--- src/rtl/busslave_multi_pkg.sv ---
// Shared types and helpers for the multi-master bus slave: FSM state encoding,
// the all-zero grant constant and lowest-set-bit index extraction.
package busslave_multi_pkg;

    typedef enum logic [1:0] {
        ST_IDLE = 2'd0,
        ST_BUSY = 2'd1,
        ST_WAIT = 2'd2,
        ST_ACK  = 2'd3
    } busslave_multi_state_e;

    // Grant vectors are zero-extended to this width before index extraction.
    localparam int GRANT_MAX_W = 16;

    localparam logic [GRANT_MAX_W-1:0] NO_GRANT_MULTI = '0;

    function automatic logic [3:0] lowest_set_idx(input logic [GRANT_MAX_W-1:0] v);
        logic [3:0] idx;
        idx = '0;
        for (int i = GRANT_MAX_W - 1; i >= 0; i--) begin
            if (v[i]) idx = 4'(i);
        end
        return idx;
    endfunction

endpackage

--- src/rtl/busslave_wait_ctr.sv ---
// Loadable wait-state down-counter; the load value saturates at MAX_WAIT and
// the zero flag tells the slave FSM when the wait phase is over.
module busslave_wait_ctr #(
    parameter int WAIT_W   = 4,
    parameter int MAX_WAIT = 15
) (
    input  logic              clk,
    input  logic              reset,
    input  logic              load,
    input  logic [WAIT_W-1:0] load_val,
    input  logic              dec,
    output logic              zero
);

    localparam logic [WAIT_W-1:0] SAT_VAL = WAIT_W'(MAX_WAIT);

    logic [WAIT_W-1:0] cnt_d, cnt_q;

    always_comb begin
        cnt_d = cnt_q;
        if (load) begin
            cnt_d = (load_val > SAT_VAL) ? SAT_VAL : load_val;
        end else if (dec && (cnt_q != '0)) begin
            cnt_d = cnt_q - WAIT_W'(1);
        end
    end

    always_ff @(posedge clk or posedge reset) begin
        if (reset) cnt_q <= '0;
        else       cnt_q <= cnt_d;
    end

    assign zero = (cnt_q == '0);

endmodule

--- src/rtl/busslave_multi.sv ---
// Multi-master bus slave: serves one one-hot grant at a time, inserts a
// programmable number of wait states and returns a tagged one-cycle ack.
// Optional macro BUSSLAVE_MULTI_B2B_EN lets a grant seen in ACK start the next
// transaction immediately, removing the idle bubble between acks.
module busslave_multi
    import busslave_multi_pkg::*;
#(
    parameter int N_MASTERS = 4,
    parameter int WAIT_W    = 4,
    parameter int MAX_WAIT  = 15
) (
    input  logic                         clk,
    input  logic                         reset,
    input  logic [N_MASTERS-1:0]         bus_grant,
    input  logic [WAIT_W-1:0]            wait_cycles,
    output logic                         bus_ack,
    output logic [N_MASTERS-1:0]         ack_vec,
    output logic [$clog2(N_MASTERS)-1:0] ack_id,
    output logic                         busy,
    output logic                         grant_err
);

    localparam int ID_W = $clog2(N_MASTERS);

    localparam logic [1:0] IDLE = ST_IDLE;
    localparam logic [1:0] BUSY = ST_BUSY;
    localparam logic [1:0] WAIT = ST_WAIT;
    localparam logic [1:0] ACK  = ST_ACK;

    logic [1:0]           state_d, state_q;
    logic                 bus_ack_d, bus_ack_q;
    logic [N_MASTERS-1:0] ack_vec_d, ack_vec_q;
    logic [ID_W-1:0]      ack_id_d, ack_id_q;
    logic                 busy_d, busy_q;
    logic                 grant_err_d, grant_err_q;

    logic [GRANT_MAX_W-1:0] grant_ext;
    logic                   grant_any;
    logic                   grant_multi;
    logic                   wcnt_load;
    logic                   wcnt_dec;
    logic                   wcnt_zero;

    always_comb begin
        grant_ext                 = NO_GRANT_MULTI;
        grant_ext[N_MASTERS-1:0]  = bus_grant;
    end

    assign grant_any   = (bus_grant != NO_GRANT_MULTI[N_MASTERS-1:0]);
    // Clearing the lowest set bit leaves something only for a multi-hot grant.
    assign grant_multi = ((bus_grant & (bus_grant - N_MASTERS'(1))) != '0);

    always_comb begin
        state_d     = state_q;
        ack_id_d    = ack_id_q;
        bus_ack_d   = 1'b0;
        ack_vec_d   = '0;
        grant_err_d = 1'b0;
        wcnt_load   = 1'b0;
        wcnt_dec    = 1'b0;

        case (state_q)
            IDLE: begin
                if (grant_any) begin
                    state_d     = BUSY;
                    ack_id_d    = ID_W'(lowest_set_idx(grant_ext));
                    grant_err_d = grant_multi;
                    wcnt_load   = 1'b1;
                end
            end
            BUSY, WAIT: begin
                if (wcnt_zero) begin
                    state_d   = ACK;
                    bus_ack_d = 1'b1;
                    ack_vec_d = N_MASTERS'(1) << ack_id_q;
                end else begin
                    state_d  = WAIT;
                    wcnt_dec = 1'b1;
                end
            end
            default: begin
`ifdef BUSSLAVE_MULTI_B2B_EN
                if (grant_any) begin
                    state_d     = BUSY;
                    ack_id_d    = ID_W'(lowest_set_idx(grant_ext));
                    grant_err_d = grant_multi;
                    wcnt_load   = 1'b1;
                end else begin
                    state_d = IDLE;
                end
`else
                state_d = IDLE;
`endif
            end
        endcase

        busy_d = (state_d == BUSY) || (state_d == WAIT);
    end

    always_ff @(posedge clk or posedge reset) begin
        if (reset) begin
            state_q     <= IDLE;
            bus_ack_q   <= 1'b0;
            ack_vec_q   <= '0;
            ack_id_q    <= '0;
            busy_q      <= 1'b0;
            grant_err_q <= 1'b0;
        end else begin
            state_q     <= state_d;
            bus_ack_q   <= bus_ack_d;
            ack_vec_q   <= ack_vec_d;
            ack_id_q    <= ack_id_d;
            busy_q      <= busy_d;
            grant_err_q <= grant_err_d;
        end
    end

    busslave_wait_ctr #(
        .WAIT_W   (WAIT_W),
        .MAX_WAIT (MAX_WAIT)
    ) u_wait_ctr (
        .clk      (clk),
        .reset    (reset),
        .load     (wcnt_load),
        .load_val (wait_cycles),
        .dec      (wcnt_dec),
        .zero     (wcnt_zero)
    );

    assign bus_ack   = bus_ack_q;
    assign ack_vec   = ack_vec_q;
    assign ack_id    = ack_id_q;
    assign busy      = busy_q;
    assign grant_err = grant_err_q;

endmodule

--- config.mk ---
export PLATFORM = sky130hd
export DESIGN_NAME = busslave_multi
export DESIGN_NICKNAME = d
export VERILOG_FILES = /design/src/rtl/busslave_multi_pkg.sv /design/src/rtl/busslave_wait_ctr.sv /design/src/rtl/busslave_multi.sv
export SDC_FILE = /design/constraint.sdc
export NUM_CORES = 1
export LEC_CHECK = 0
export BUFFER_PORTS_ARGS = -buffer_cell sky130_fd_sc_hd__buf_2
export CAP_MARGIN = 20
export CORE_MARGIN = 2
export CORE_UTILIZATION = 53
export DETAILED_ROUTE_END_ITERATION = 10
export HOLD_SLACK_MARGIN = 0.12
export PLACE_DENSITY = 0.86
export SYNTH_ARGS = -nofsm -noshare
export SYNTH_HDL_FRONTEND = slang
export SYNTH_HIERARCHICAL = 1
export SYNTH_SLANG_ARGS = --single-unit
--- constraint.sdc ---
create_clock -name clk -period 4.46 [get_ports clk]
set_input_delay 0.892 -clock clk [delete_from_list [all_inputs] [get_ports clk]]
set_output_delay 0.892 -clock clk [all_outputs]
set_load 0.03 [all_outputs]
# --- Yosys cells after proc, flatten, opt, wreduce, memory -nomap -nowiden ---
# Cells that the tools add are included.
word_totals:
  n_memories: 0
  ramBits: 0
  latch_bits: 0
  output_inout_bits: 9
  register_bits: 15
  word_cells: 46
  romBits: 0
  input_bits: 10
classes:
  n_reduce_logical: 10
  n_shift: 1
  mul: 0
  div_mod_pow: 0
  add_sub_neg: 2
  n_eq_ne: 4
  bitwise: 1
  muxes: 20
  n_lt_le_gt_ge: 1
ops:
  columns: ["operator", "n"]
  rows:
  - ["4-bit 2-to-1 mux", 5]
  - ["4-bit nonzero test", 3]
  - ["2-bit 2-to-1 mux", 5]
  - ["1-bit 2-to-1 mux", 9]
  - ["4-bit by 1-bit subtractor with 4-bit output (second input constant)", 2]
  - ["4-bit bitwise AND", 1]
  - ["2-bit by 1-bit equality test with 1-bit output (second input constant)", 2]
  - ["2-bit equality test (second input constant)", 2]
  - ["4-bit > comparator (second input constant)", 1]
  - ["4-bit zero test", 1]
  - ["2-bit one-hot mux with 2 select lines", 1]
  - ["1-bit by 2-bit left shift with 4-bit output (first input constant)", 1]
  - ["2-bit zero test", 1]
  - ["2-bit AND reduction", 1]
  - ["2-bit nonzero test", 1]
  - ["2-bit OR reduction", 1]
  - ["1-bit logical AND", 1]
  - ["1-bit logical OR", 1]

# --- Depth between registers and ports, before layout ---
depth:
  ltp_word: 6
  ltp_mapped: 8

# --- Hierarchy ---
# The synthesis kept the hierarchy.
modules_own_cells:
  columns: ["module", "cells_each", "area_each_um2", "n_inst"]
  rows:
  - ["busslave_multi", 41, 479.2, 1]
  - ["busslave_wait_ctr", 28, 256.5, 1]

# --- Worst setup path after synthesis ---
# Ideal clock, no wire load.
synth_path:
  kind: "input port to flip-flop"
  startpoint: "input port bus_grant[0]"
  endpoint: "register u_wait_ctr.cnt_q[3]"
  stages: 4
  setup_time_ns: 0.126
  arrival_ns: 2.083
  path_slack_ns: 2.251
  t_required_ns: 4.334
  path_cell_list: "or4_4 > and2_2 > buf_1 > a221o_1"
synth_between:
  elab_chain_len: 4
  elab_cells_between_ends: 5
  cone_classes: "3 x mux; 2 x reduce/logical"
synth_rtl:
  columns: ["item", "line", "text"]
  rows:
  - ["start: declaration", "busslave_multi.sv:14", "input logic [N_MASTERS-1:0] bus_grant,"]
  - ["4-bit nonzero test (*)", "busslave_multi.sv:49", "assign grant_any = (bus_grant != NO_GRANT_MULTI[N_MASTERS-1:0]);"]
  - ["1-bit 2-to-1 mux (*)", "busslave_multi.sv:64", "if (grant_any) begin"]
  - ["1-bit 2-to-1 mux (*)", "busslave_multi.sv:62", "case (state_q)"]
  - ["via wcnt_load", "busslave_multi.sv:40", "logic wcnt_load;"]
  - ["4-bit 2-to-1 mux / 2-bit nonzero test (equally long branches)", null, null]
  - ["end signal: assignment", "busslave_wait_ctr.sv:30", "else cnt_q <= cnt_d;"]
  - ["end: declaration", "busslave_wait_ctr.sv:17", "logic [WAIT_W-1:0] cnt_d, cnt_q;"]
# Mark *: on every way through the listed nets, which the timed path passes. The rest lies on a longest branch.
# A chain may end at the register's enable or synchronous reset.

# --- Final worst setup path ---
layout_path:
  startpoint: "register u_wait_ctr.cnt_q[0]"
  endpoint: "register u_wait_ctr.cnt_q[3]"
layout_between:
  elab_chain_len: 5
  elab_cells_between_ends: 9
  cone_classes: "1 x add/sub; 4 x mux; 4 x reduce/logical"
layout_rtl:
  columns: ["item", "line", "text"]
  rows:
  - ["4-bit zero test", "busslave_wait_ctr.sv:33", "assign zero = (cnt_q == '0);"]
  - ["via wcnt_zero", "busslave_multi.sv:42", "logic wcnt_zero;"]
  - ["1-bit 2-to-1 mux", "busslave_multi.sv:72", "if (wcnt_zero) begin"]
  - ["1-bit 2-to-1 mux", "busslave_multi.sv:62", null]
  - ["via wcnt_dec", "busslave_multi.sv:41", "logic wcnt_dec;"]
  - ["1-bit logical AND", "busslave_wait_ctr.sv:23", "end else if (dec && (cnt_q != '0)) begin"]
  - ["2-bit nonzero test (no source line)", null, null]
# The timed path passes the listed nets, and every way through them passes these cells. The select of a mux whose other input is x is not followed.

==> impl_metrics.py <==
metrics = {
    "run_status": {
        "status": "finished, final reports clean",
    },
    "synth": {
        "synthTopCellsByCount": "dfrtp_1 (15), inv_1 (9), a21oi_1 (6)",
        "ys_seq_area_frac": 0.510,
        "yosysUniqueCellTypes": 31,
        "synth.net_count": 82,
        "synth_seq_cells": 15,
        "synth_top_family_by_area": "simple AND/OR/NAND/NOR gates",
        "synth_top_area_cell": "dfrtp_1",
        "synth_top_area_frac": 0.510,
        "yosys-top-cells-area": "dfrtp_1 (51%), ha_1 (5.1%), inv_1 (4.6%), a21oi_1 (4.1%), nor3b_1 (3.1%)",
        "synth_compound_area_frac": 0.179,
        "synth_cells": 69,
        "synthAdderAreaFrac": 0.0646,
        "ys_warn_count": 6,
        "synth_xor_area_frac": 0,
        "dominantRegCellSynth": "dfrtp_1",
        "synthMostInstantiatedCell": "dfrtp_1",
        "synth_simple_gate_area_frac": 0.196,
        "async_flop_share": 1.00,
        "synth-edff-count": 0,
        "synth_area_per_cell_um2": 10.7,
        "netlist_area_um2": 736,
        "muxShareOfSynthArea": 0,
    },
    "floorplanning": {
        "die-area_mm2": 0.00170,
        "initial_utilization": 0.565,
        "die_x_um": 41.3,
        "core_mm2": 0.00130,
        "fp.dieH_um": 41.3,
        "row_count": 13,
        "io_pins": 19,
    },
    "critical_path": {
        "critPathLaunchType": "register",
        "reg2regPathDepth": 8,
        "required_ns": 4.63,
        "cp-end-kind": "register",
        "worstSetupPathType": "register to register",
        "crit_start": "u_wait_ctr/cnt_q[0]$_DFFE_PP0P_",
        "r2r_setup_slack_ns": 2.20,
        "path_max_fanout": 8,
        "crit_arrival_ns": 2.44,
        "r2r-start": "u_wait_ctr/cnt_q[0]$_DFFE_PP0P_",
        "rr_endpoint": "u_wait_ctr/cnt_q[3]$_DFFE_PP0P_",
    },
    "sta": {
        "tns_ns": 0,
        "relSlewSlack": 0.668,
        "slew_violations": 0,
        "finalCritPeriodShare": 0.508,
        "fmax_ghz": 0.442,
        "layout_min_cycle_time_ns": 2.26,
        "tightest_slew_ns": 0.497,
        "rsz0062_at_grt": "no",
        "fin_skew_ns": 0.00124,
        "setup_violations": 0,
        "finalHoldViolCount": 0,
        "whs_ns": 0.494,
    },
    "detailed_routing": {
        "drcViolationCount": 0,
        "wire_per_inst_um": 12.2,
        "vias_per_cell": 5.43,
        "drt_iter0_markers": 3,
        "ant_nets": 0,
        "wl_mm": 1.28,
        "firstDrtPassIters": 4,
        "vias": 570,
    },
    "cts": {
        "clk_latency_ns": 0.28,
        "cts_buffer_depth": 2,
        "ctsResizeCount": 0,
        "postCtsSetupRepairBufs": 0,
        "ctsHoldBuffers": 0,
        "cts_tree": "done",
        "htree_levels": 1,
        "clock-root-buffer": "clkbuf_4",
        "cts.sinks": 15,
        "clk_pin_slew_ns": 0.09,
        "numCtsBuffers": 3,
    },
    "global_route": {
        "grt_pass1_vias": 491,
        "antenna_found_initial": 0,
        "grt-ovfl-total": 0,
        "grt_max_degree": 12,
        "track_usage": 0.185,
        "grt_pass1_wl_mm": 1.99,
    },
    "power_and_ir_drop": {
        "peakVddDrop_mv": 0.351,
        "leakagePower_uw": 0.000470,
        "powerDensity_mw_per_mm2": 728,
    },
    "job": {
        "cap_viol_max_count": 0,
    },
    "placement": {
        "dpl_cell_area_um2": 841,
        "routabilityCongestion": 0.707,
        "dp_hpwl_mm": 1.00,
        "io_buffers": 18,
    },
    "cells_and_area": {
        "diodes": 0,
        "drive_above_1_share": 0.344,
        "final_area_um2": 868,
        "syn2layout_area_growth_pct": 18.0,
        "num-fill-cells": 104,
        "final_nets": 104,
    },
    "worst_hold_path": {
        "hp-class": "primary input to async pin",
    },
}
## power by group
part | switching, uW | internal, uW
clock | 43.8 | 33.3
combinational | 186 | 142
sequential | 37.3 | 189
total | 268 | 365
## final cells by class
cell class | instances | area [um2] | area share
tap | 15 | 18.8 | 0.0216
clock inverter | 1 | 5.00 | 0.00576
sequential | 15 | 375 | 0.432
inverter | 9 | 33.8 | 0.0389
multi-input combinational | 44 | 323 | 0.372
clock buffer | 3 | 22.5 | 0.0259
timing repair buffer | 18 | 90.1 | 0.104
## cell families after synthesis
group,Yosys count
AND/OR/NAND/NOR,21
AO/OA/AOI/OAI,19
flip-flops,15
buffers and inverters,10
adder cells (fa/ha/maj),4
## cell usage in the layout, fill, tap and decap left out, types with 2 or more instances in the layout
cell type	count
dfrtp_1	15
o21ai_0	3
inv_1	9
a21oi_1	6
nor3b_1	3
ha_1	3
buf_2	18
o21a_1	2
nor3_1	2
nand2_1	4
clkbuf_4	3
## state kept, by name, summed over array words and instances (netlist names)
name and count:
u_wait_ctr/cnt_q 4, bus_ack 1, state_q 2, ack_id 2, grant_err 1, ack_vec 4, busy 1
## stage by stage
stage | util | total power (uW) | setup WS (ns) | instances
2_1_floorplan | - | 484 | 2.25 | 69
3_3_place_gp | 0.646 | 544 | 2.22 | 101
3_5_place_dp | 0.646 | 558 | 2.18 | 101
4_1_cts | 0.667 | 636 | 2.19 | 105
5_1_grt | 0.667 | 686 | 2.00 | 105
6_report | 0.667 | 632 | 2.20 | 105
## worst max path at each step
stage	to	slack, ns
after floorplan	u_wait_ctr/cnt_q[3]$_DFFE_PP0P_	2.25
after global placement	u_wait_ctr/cnt_q[3]$_DFFE_PP0P_	2.22
after detailed placement	u_wait_ctr/cnt_q[3]$_DFFE_PP0P_	2.18
after CTS	u_wait_ctr/cnt_q[3]$_DFFE_PP0P_	2.19
after global routing	u_wait_ctr/cnt_q[3]$_DFFE_PP0P_	2.00
final	u_wait_ctr/cnt_q[3]$_DFFE_PP0P_	2.20
## metal layers
metal  vias to the layer above  global-route usage  share of wire
li1                        284                   -              -
met1                       267               0.230           0.47
met2                        15               0.301           0.46
met3                         4              0.0326          0.046
met4                         0               0.105          0.024
met5                         -                   0              0
## worst max-delay path, cell delays in order (launching register included)
cell     delay, ns
dfrtp_1       0.36
inv_1         0.07
ha_1          0.24
or3b_4        0.27
inv_1         0.05
nor2b_1       0.40
nor4b_1       0.39
nor3b_1       0.09
a221o_1       0.27
No activity file was read; power rests on OpenSTA's default activity.
